`config.mk`:
```
export PLATFORM = sky130hd
export DESIGN_NAME = reaction_round_ctrl
export DESIGN_NICKNAME = d
export VERILOG_FILES = /design/src/rtl/reaction_pkg.sv /design/src/rtl/reaction_round_ctrl_btn_press.sv /design/src/rtl/reaction_round_ctrl.sv
export SDC_FILE = /design/constraint.sdc
export NUM_CORES = 1
export LEC_CHECK = 0
export BUFFER_PORTS_ARGS = -buffer_cell sky130_fd_sc_hd__clkbuf_2
export CAP_MARGIN = 20
export CORE_ASPECT_RATIO = 1.4
export CORE_MARGIN = 8
export CORE_UTILIZATION = 45
export CTS_CLUSTER_DIAMETER = 80
export DETAILED_ROUTE_END_ITERATION = 8
export GPL_TIMING_DRIVEN = 0
export PLACE_DENSITY = 0.68
export REMOVE_ABC_BUFFERS = 1
export SLEW_MARGIN = 10
export SYNTH_ARGS = -nofsm -noshare
export SYNTH_HDL_FRONTEND = slang
export SYNTH_SLANG_ARGS = --single-unit
```
`constraint.sdc`:
```
create_clock -name clk -period 7.4 [get_ports clk]
set_input_delay 1.11 -clock clk [delete_from_list [all_inputs] [get_ports clk]]
set_output_delay 1.11 -clock clk [all_outputs]
set_load 0.02 [all_outputs]
```
`src/rtl/reaction_pkg.sv`:
```
// rtl/reaction_pkg.sv - shared state encodings and widths for the reaction game controller
// Purpose: state enum and width constants common to the reaction game RTL.
// Ports: none (package).

package reaction_pkg;

  localparam int MODE_W = 2;
  localparam int ST_W   = 3;

  typedef enum logic [ST_W-1:0] {
    ST_SETUP = 3'd0,
    ST_ARM   = 3'd1,
    ST_COUNT = 3'd2,
    ST_SCORE = 3'd3,
    ST_DONE  = 3'd4
  } state_e;

endpackage

```
`src/rtl/reaction_round_ctrl_btn_press.sv`:
```
// rtl/reaction_round_ctrl_btn_press.sv - tick-gated rising-edge press detector for one button
// Purpose: turns a raw button level into a one-cycle press pulse, sampling only on tick_en_i.
// Ports:
//   clk        in  system clock
//   rst        in  synchronous active-low reset
//   tick_en_i  in  sampling strobe
//   btn_i      in  raw button level
//   press_o    out high on a tick where the button is sampled 1 after a sampled 0

module btn_press (
  input  logic clk,
  input  logic rst,
  input  logic tick_en_i,
  input  logic btn_i,
  output logic press_o
);

  logic prev_q;

  always_ff @(posedge clk) begin
    if (!rst) begin
      prev_q <= 1'b0;
    end else if (tick_en_i) begin
      prev_q <= btn_i;
    end
  end

  // Combinational so the press acts on the same tick it is sampled.
  assign press_o = tick_en_i & btn_i & ~prev_q;

endmodule

```
`src/rtl/reaction_round_ctrl.sv`:
```
// rtl/reaction_round_ctrl.sv - multi-round reaction game controller
// Purpose: per round latches a random target, counts up at a mode-dependent rate until
//   the player stops it, then scores the stop error on an LED bar; accumulates total and
//   best error across ROUNDS rounds.
// Ports:
//   clk, rst            clock, synchronous active-low reset
//   tick_en             20 Hz button sampling strobe
//   btn_up/down/sel     raw buttons
//   rand_in             free-running random value
//   state, mode         FSM state, difficulty
//   number, round_idx   display value, 0-based round
//   total_err, best_err accumulated and best error
//   led, done           score bar, game-over flag

module reaction_round_ctrl
  import reaction_pkg::*;
#(
  parameter int                      NUM_W       = 14,
  parameter int                      LED_W       = 16,
  parameter int                      NUM_MODES   = 3,
  parameter logic [20*NUM_MODES-1:0] MODE_TICKS  = {20'd100000, 20'd200000, 20'd1000000},
  parameter int                      MODE_RST    = 1,
  parameter int                      ERR_PER_LED = 30,
  parameter int                      ROUNDS      = 4
) (
  input  logic               clk,
  input  logic               rst,
  input  logic               tick_en,
  input  logic               btn_up,
  input  logic               btn_down,
  input  logic               btn_sel,
  input  logic [NUM_W-1:0]   rand_in,
  output logic [ST_W-1:0]    state,
  output logic [MODE_W-1:0]  mode,
  output logic [NUM_W-1:0]   number,
  output logic [3:0]         round_idx,
  output logic [NUM_W+3:0]   total_err,
  output logic [NUM_W-1:0]   best_err,
  output logic [LED_W-1:0]   led,
  output logic               done
);

  localparam int                TICK_W     = 20;
  localparam logic [MODE_W-1:0] MODE_MAX   = MODE_W'(NUM_MODES - 1);
  localparam logic [3:0]        LAST_ROUND = 4'(ROUNDS - 1);

  logic up_p, dn_p, sel_p;

  btn_press u_up  (.clk(clk), .rst(rst), .tick_en_i(tick_en), .btn_i(btn_up),   .press_o(up_p));
  btn_press u_dn  (.clk(clk), .rst(rst), .tick_en_i(tick_en), .btn_i(btn_down), .press_o(dn_p));
  btn_press u_sel (.clk(clk), .rst(rst), .tick_en_i(tick_en), .btn_i(btn_sel),  .press_o(sel_p));

  state_e              state_q, state_d;
  logic [MODE_W-1:0]   mode_q, mode_d;
  logic [NUM_W-1:0]    number_q, number_d;
  logic [NUM_W-1:0]    target_q, target_d;
  logic [TICK_W-1:0]   cnt_q, cnt_d;
  logic [3:0]          round_q, round_d;
  logic [NUM_W+3:0]    total_q, total_d;
  logic [NUM_W-1:0]    best_q, best_d;
  logic [NUM_W-1:0]    err_q, err_d;
  logic [LED_W-1:0]    led_q, led_d;

  logic [TICK_W-1:0]   tick_lim;
  logic [NUM_W-1:0]    target_new;
  logic [NUM_W-1:0]    err_abs;
  logic [NUM_W+4:0]    sum;
  logic [NUM_W-1:0]    quot;
  logic [LED_W-1:0]    led_bar;

  always_comb begin
    tick_lim   = MODE_TICKS[int'(mode_q)*TICK_W +: TICK_W];
    // A zero target would make a perfect stop impossible to distinguish from "never started".
    target_new = (rand_in == '0) ? NUM_W'(1) : rand_in;
    err_abs    = (number_q >= target_q) ? (number_q - target_q) : (target_q - number_q);
    sum        = {1'b0, total_q} + {5'b0, err_abs};
    quot       = err_q / NUM_W'(ERR_PER_LED);
    // LED i stays lit while fewer than i+1 LEDs are extinguished; this also covers the
    // fully-dark case without a variable shift past LED_W.
    for (int i = 0; i < LED_W; i++) begin
      led_bar[i] = (quot <= NUM_W'(i));
    end
  end

  always_comb begin
    state_d  = state_q;
    mode_d   = mode_q;
    number_d = number_q;
    target_d = target_q;
    cnt_d    = cnt_q;
    round_d  = round_q;
    total_d  = total_q;
    best_d   = best_q;
    err_d    = err_q;
    led_d    = led_q;
    unique case (state_q)
      ST_SETUP: begin
        if (sel_p) begin
          state_d  = ST_ARM;
          target_d = target_new;
        end else if (up_p && !dn_p) begin
          if (mode_q < MODE_MAX) mode_d = mode_q + 1'b1;
        end else if (dn_p && !up_p) begin
          if (mode_q != '0) mode_d = mode_q - 1'b1;
        end
      end
      ST_ARM: begin
        number_d = target_q;
        if (sel_p) begin
          state_d  = ST_COUNT;
          number_d = '0;
          cnt_d    = '0;
        end
      end
      ST_COUNT: begin
        if (sel_p) begin
          state_d = ST_SCORE;
          err_d   = err_abs;
          total_d = sum[NUM_W+4] ? '1 : sum[NUM_W+3:0];
          if (err_abs < best_q) best_d = err_abs;
        end else if (cnt_q == tick_lim - 1'b1) begin
          cnt_d = '0;
          if (number_q != '1) number_d = number_q + 1'b1;
        end else begin
          cnt_d = cnt_q + 1'b1;
        end
      end
      ST_SCORE: begin
        led_d = led_bar;
        if (sel_p) begin
          if (round_q < LAST_ROUND) begin
            state_d  = ST_ARM;
            round_d  = round_q + 1'b1;
            target_d = target_new;
          end else begin
            state_d  = ST_DONE;
            number_d = total_q[NUM_W-1:0];
          end
        end
      end
      ST_DONE: begin
        number_d = total_q[NUM_W-1:0];
        if (sel_p) begin
          state_d = ST_SETUP;
          round_d = '0;
          total_d = '0;
          best_d  = '1;
          led_d   = '0;
        end
      end
      default: state_d = ST_SETUP;
    endcase
  end

  always_ff @(posedge clk) begin
    if (!rst) begin
      state_q  <= ST_SETUP;
      mode_q   <= MODE_W'(MODE_RST);
      number_q <= '0;
      target_q <= '0;
      cnt_q    <= '0;
      round_q  <= '0;
      total_q  <= '0;
      best_q   <= '1;
      err_q    <= '0;
      led_q    <= '0;
    end else begin
      state_q  <= state_d;
      mode_q   <= mode_d;
      number_q <= number_d;
      target_q <= target_d;
      cnt_q    <= cnt_d;
      round_q  <= round_d;
      total_q  <= total_d;
      best_q   <= best_d;
      err_q    <= err_d;
      led_q    <= led_d;
    end
  end

  assign state     = state_q;
  assign mode      = mode_q;
  assign number    = number_q;
  assign round_idx = round_q;
  assign total_err = total_q;
  assign best_err  = best_q;
  assign led       = led_q;
  assign done      = (state_q == ST_DONE);

endmodule

```
==> run_results.csv <==
group,metric,value,unit
sta,hold_viol,0,
die,die-area,24500,µm²
place,numPortBuffers,91,
sta,slew_headroom,0.2862,
yosys,synth_top_family_by_area,"compound AO/OA/AOI/OAI gates",
place,dp_hpwl,18790,µm
sta,rsz0062_at_grt,"false",
clocking,htreeDepth,4,
cells_and_area,finalCoreUtilization,0.5222,
setup_path,cp-endpoint,"total_err[2]",
setup_path,reg2reg_slack,0.96,ns
die,dieHeight,182.0,µm
sta,setup_violations,0,
routing,remaining_drc_errors,0,
yosys,yosys_register_bits,121,
yosys,synth-xor-area-share,0.04942,
power,p_leak,4.332,nW
setup_path,rr_worst_depth,30,
sta,whs,0.4583,ns
yosys,ys_seq_area_frac,0.2734,
cells_and_area,multi_input_area,5931,µm²
grt,antenna_found_initial,0,
routing,final_antenna_net_count,0,
cells_and_area,mostFrequentLayoutCells,"121 x dfxtp_1, 106 x nor2_1, 94 x a21oi_1",
sta,post-route-period-util,0.8698,
sta,skew,0.01231,ns
cells_and_area,num_antenna_cells,0,
setup_path,critical-path-max-stage-delay,0.41,ns
yosys,synth.area.top_cells,"dfxtp_1 27%, ha_1 9.2%, a21oi_1 5.4%, nor2_1 4.5%, nand2_1 3.5%",
yosys,ys.warnings.count,0,
power,ir_worst_vdd,0.1242,mV
run_status,outcome,"finished clean",
cells_and_area,layout-drive-gt1-share,0.1416,
clocking,postCtsSetupBuffers,0,
clocking,clk_latency,0.42,ns
setup_path,worstSetupEndpointType,"register",
clocking,cts_resized,0,
cells_and_area,regArea,2422,µm²
yosys,synth_edf_count,0,
yosys,yosys-mux-area-fraction,0.04561,
clocking,cts_sinks,121,
yosys,yosys.area_share.adder,0.09969,
yosys,post-synth-top-area-cell,"dfxtp_1",
yosys,synth-simple-area-share,0.2103,
yosys,synth_compound_area_frac,0.2594,
job,max-cap-violations,0,
clocking,ctsLongestPathBuffers,2,
grt,grt_pass1_vias,8313,
setup_path,critical_path_class,"reg -> reg",
routing,drtIter0Drc,465,
cells_and_area,area_growth,13.70,%
cells_and_area,fillers,1857,
setup_path,worstReg2RegEnd,"total_err[2]",
setup_path,worst_setup_path_start_kind,"register",
routing,avgViaCountPerCell,5.819,
routing,route.detailed.wl_per_inst,16.99,µm
grt,grt_max_degree,63,
setup_path,path_max_fanout,13,
setup_path,slowest_stage,"dfxtp_1",
clocking,tritoncts,"done",
die,core,19290,µm²
worst_hold_path,hp-class,"reg -> reg",
clocking,clk_pin_slew,0.06,ns
setup_path,crit_start,"number[0]",
die,die_w,134.6,µm
die,rows,60,
yosys,synth-async-reset-ratio,0,
grt,grt_use_total,0.2034,
yosys,synthDistinctLibCells,92,
setup_path,crit_arrival,6.78,ns
yosys,syn_area_per_cell,7.773,µm²
place,place.gp.congestion,0.8774,
routing,dr.pass1.iters,5,
clocking,ctsHoldBuffers,0,
die,boundaryPins,92,
sta,period_minus_slack,6.437,ns
clocking,root_buffer,"clkbuf_16",
cells_and_area,final_common_cell,"dfxtp_1",
clocking,cts_inserted_buffers,17,
grt,grt_overflow,0,
yosys,synth_top_area_share,0.2734,
yosys,syn_area,8861,µm²
power,powerDensity,198.9,nW/µm²
yosys,ys.flop_type,"dfxtp_1",
cells_and_area,layout.nets,1285,
setup_path,crit_top_cell,"a21oi_1",
grt,grt_pass1_wl,40600,µm
setup_path,reg2reg_from,"number[0]",
yosys,synthCells,1140,
die,start_util,0.4593,
sta,worst_slew_pin_slew,1.068,ns
sta,maxSlewViolCount,0,
routing,vias,8473,
routing,drt-total-wl,24740,µm
sta,fmax,0.1554,GHz
setup_path,crit_required,7.74,ns
[logic make-up (layout without fill, tap and decap cells)]
| family | Yosys count | count (layout) |
|---|---|---|
| flip-flops | 121 | 121 |
| AO/OA/AOI/OAI | 336 | 336 |
| adder cells (fa/ha/maj) | 69 | 69 |
| AND/OR/NAND/NOR | 384 | 384 |
| multiplexers | 39 | 39 |
| buffers and inverters | 141 | 209 |
| XOR/XNOR | 50 | 50 |
[flip-flops by register name, summed over array words and instances, names as in the netlist]
signal	flops
number	14
total_err	18
u_dn.prev_q	1
mode	2
best_err	14
state	3
u_sel.prev_q	1
err_q	13
target_q	14
round_idx	4
led	16
cnt_q	20
u_up.prev_q	1
[power breakdown]
part           internal [W]  switching [W]  leakage [nW]
sequential         0.000665      0.0000184         0.978
clock              0.000480       0.000293         0.270
combinational      0.000222       0.000326          3.08
[metal layers]
metal  part of all wire  global-route usage
met5                  0                   0
met2               0.53              0.3759
met3              0.039             0.04254
met4              0.041              0.1064
met1               0.40              0.2090
[final cells by class]
type / count / area share
clock inverters: 9 / 0.007452
inverters: 81 / 0.03043
multi-input cells: 878 / 0.5887
flip-flops and latches: 121 / 0.2404
well taps: 248 / 0.03080
clock buffers: 21 / 0.04670
repair buffers: 98 / 0.05551
[critical path, delay by kind of cell, from the launching register on]
family	cells	cell delay, ns
AOI/OAI and AO/OA	17	3.13
adders and majority gates	3	0.79
and+or+nand+nor	4	0.79
buffers and inverters	4	0.68
DFF	1	0.41
muxes	1	0.35
xor gates and xnor gates	1	0.19
[through the flow]
stage          instances  total power (W)  setup slack [ns]  TNS (ns)  area (µm²)
2_1_floorplan       1080         0.001101             1.056         0        8613
3_3_place_gp        1419         0.001216           -0.3707    -6.889        9379
3_5_place_dp        1425         0.001239            0.5445         0        9522
4_1_cts             1455         0.002012            0.4938         0       10070
5_1_grt             1456         0.002108            0.4205         0       10070
6_report            1456         0.002003            0.9632         0       10070
[worst min path at each step]
stage | startpoint | to | slack [ns] | cells after the start
floorplan | u_up.prev_q | u_up.prev_q | 0.45 | 2
finish | led[15] | led[15] | 0.46 | 2
global placement | led[15] | led[15] | 0.45 | 2
global route | led[15] | led[15] | 0.51 | 2
CTS | led[5] | led[5] | 0.46 | 2
detailed placement | led[15] | led[15] | 0.45 | 2
[cell usage after synthesis, drive strengths merged (4+ instances only)]
| master | count |
|---|---|
| nand2 | 84 |
| dfxtp | 121 |
| or3 | 12 |
| a221o | 8 |
| a221oi | 4 |
| o21a | 12 |
| mux2 | 8 |
| xnor2 | 28 |
| nand3 | 34 |
| clkbuf | 50 |
| o21ai | 74 |
| a21oi | 97 |
| a222oi | 4 |
| nor4 | 9 |
| nand4 | 18 |
| a22oi | 11 |
| o211a | 5 |
| a21o | 19 |
| o211ai | 6 |
| and4 | 6 |
| nor2 | 107 |
| o31ai | 13 |
| nand2b | 9 |
| buf | 10 |
| ha | 65 |
| nor2b | 10 |
| inv | 81 |
| and3 | 15 |
| o21bai | 13 |
| a211oi | 20 |
| a31oi | 9 |
| nor3 | 58 |
| xor2 | 22 |
| nand3b | 4 |
| mux2i | 31 |
| and2 | 8 |
Note: power is estimated with default switching activity, not from simulation.
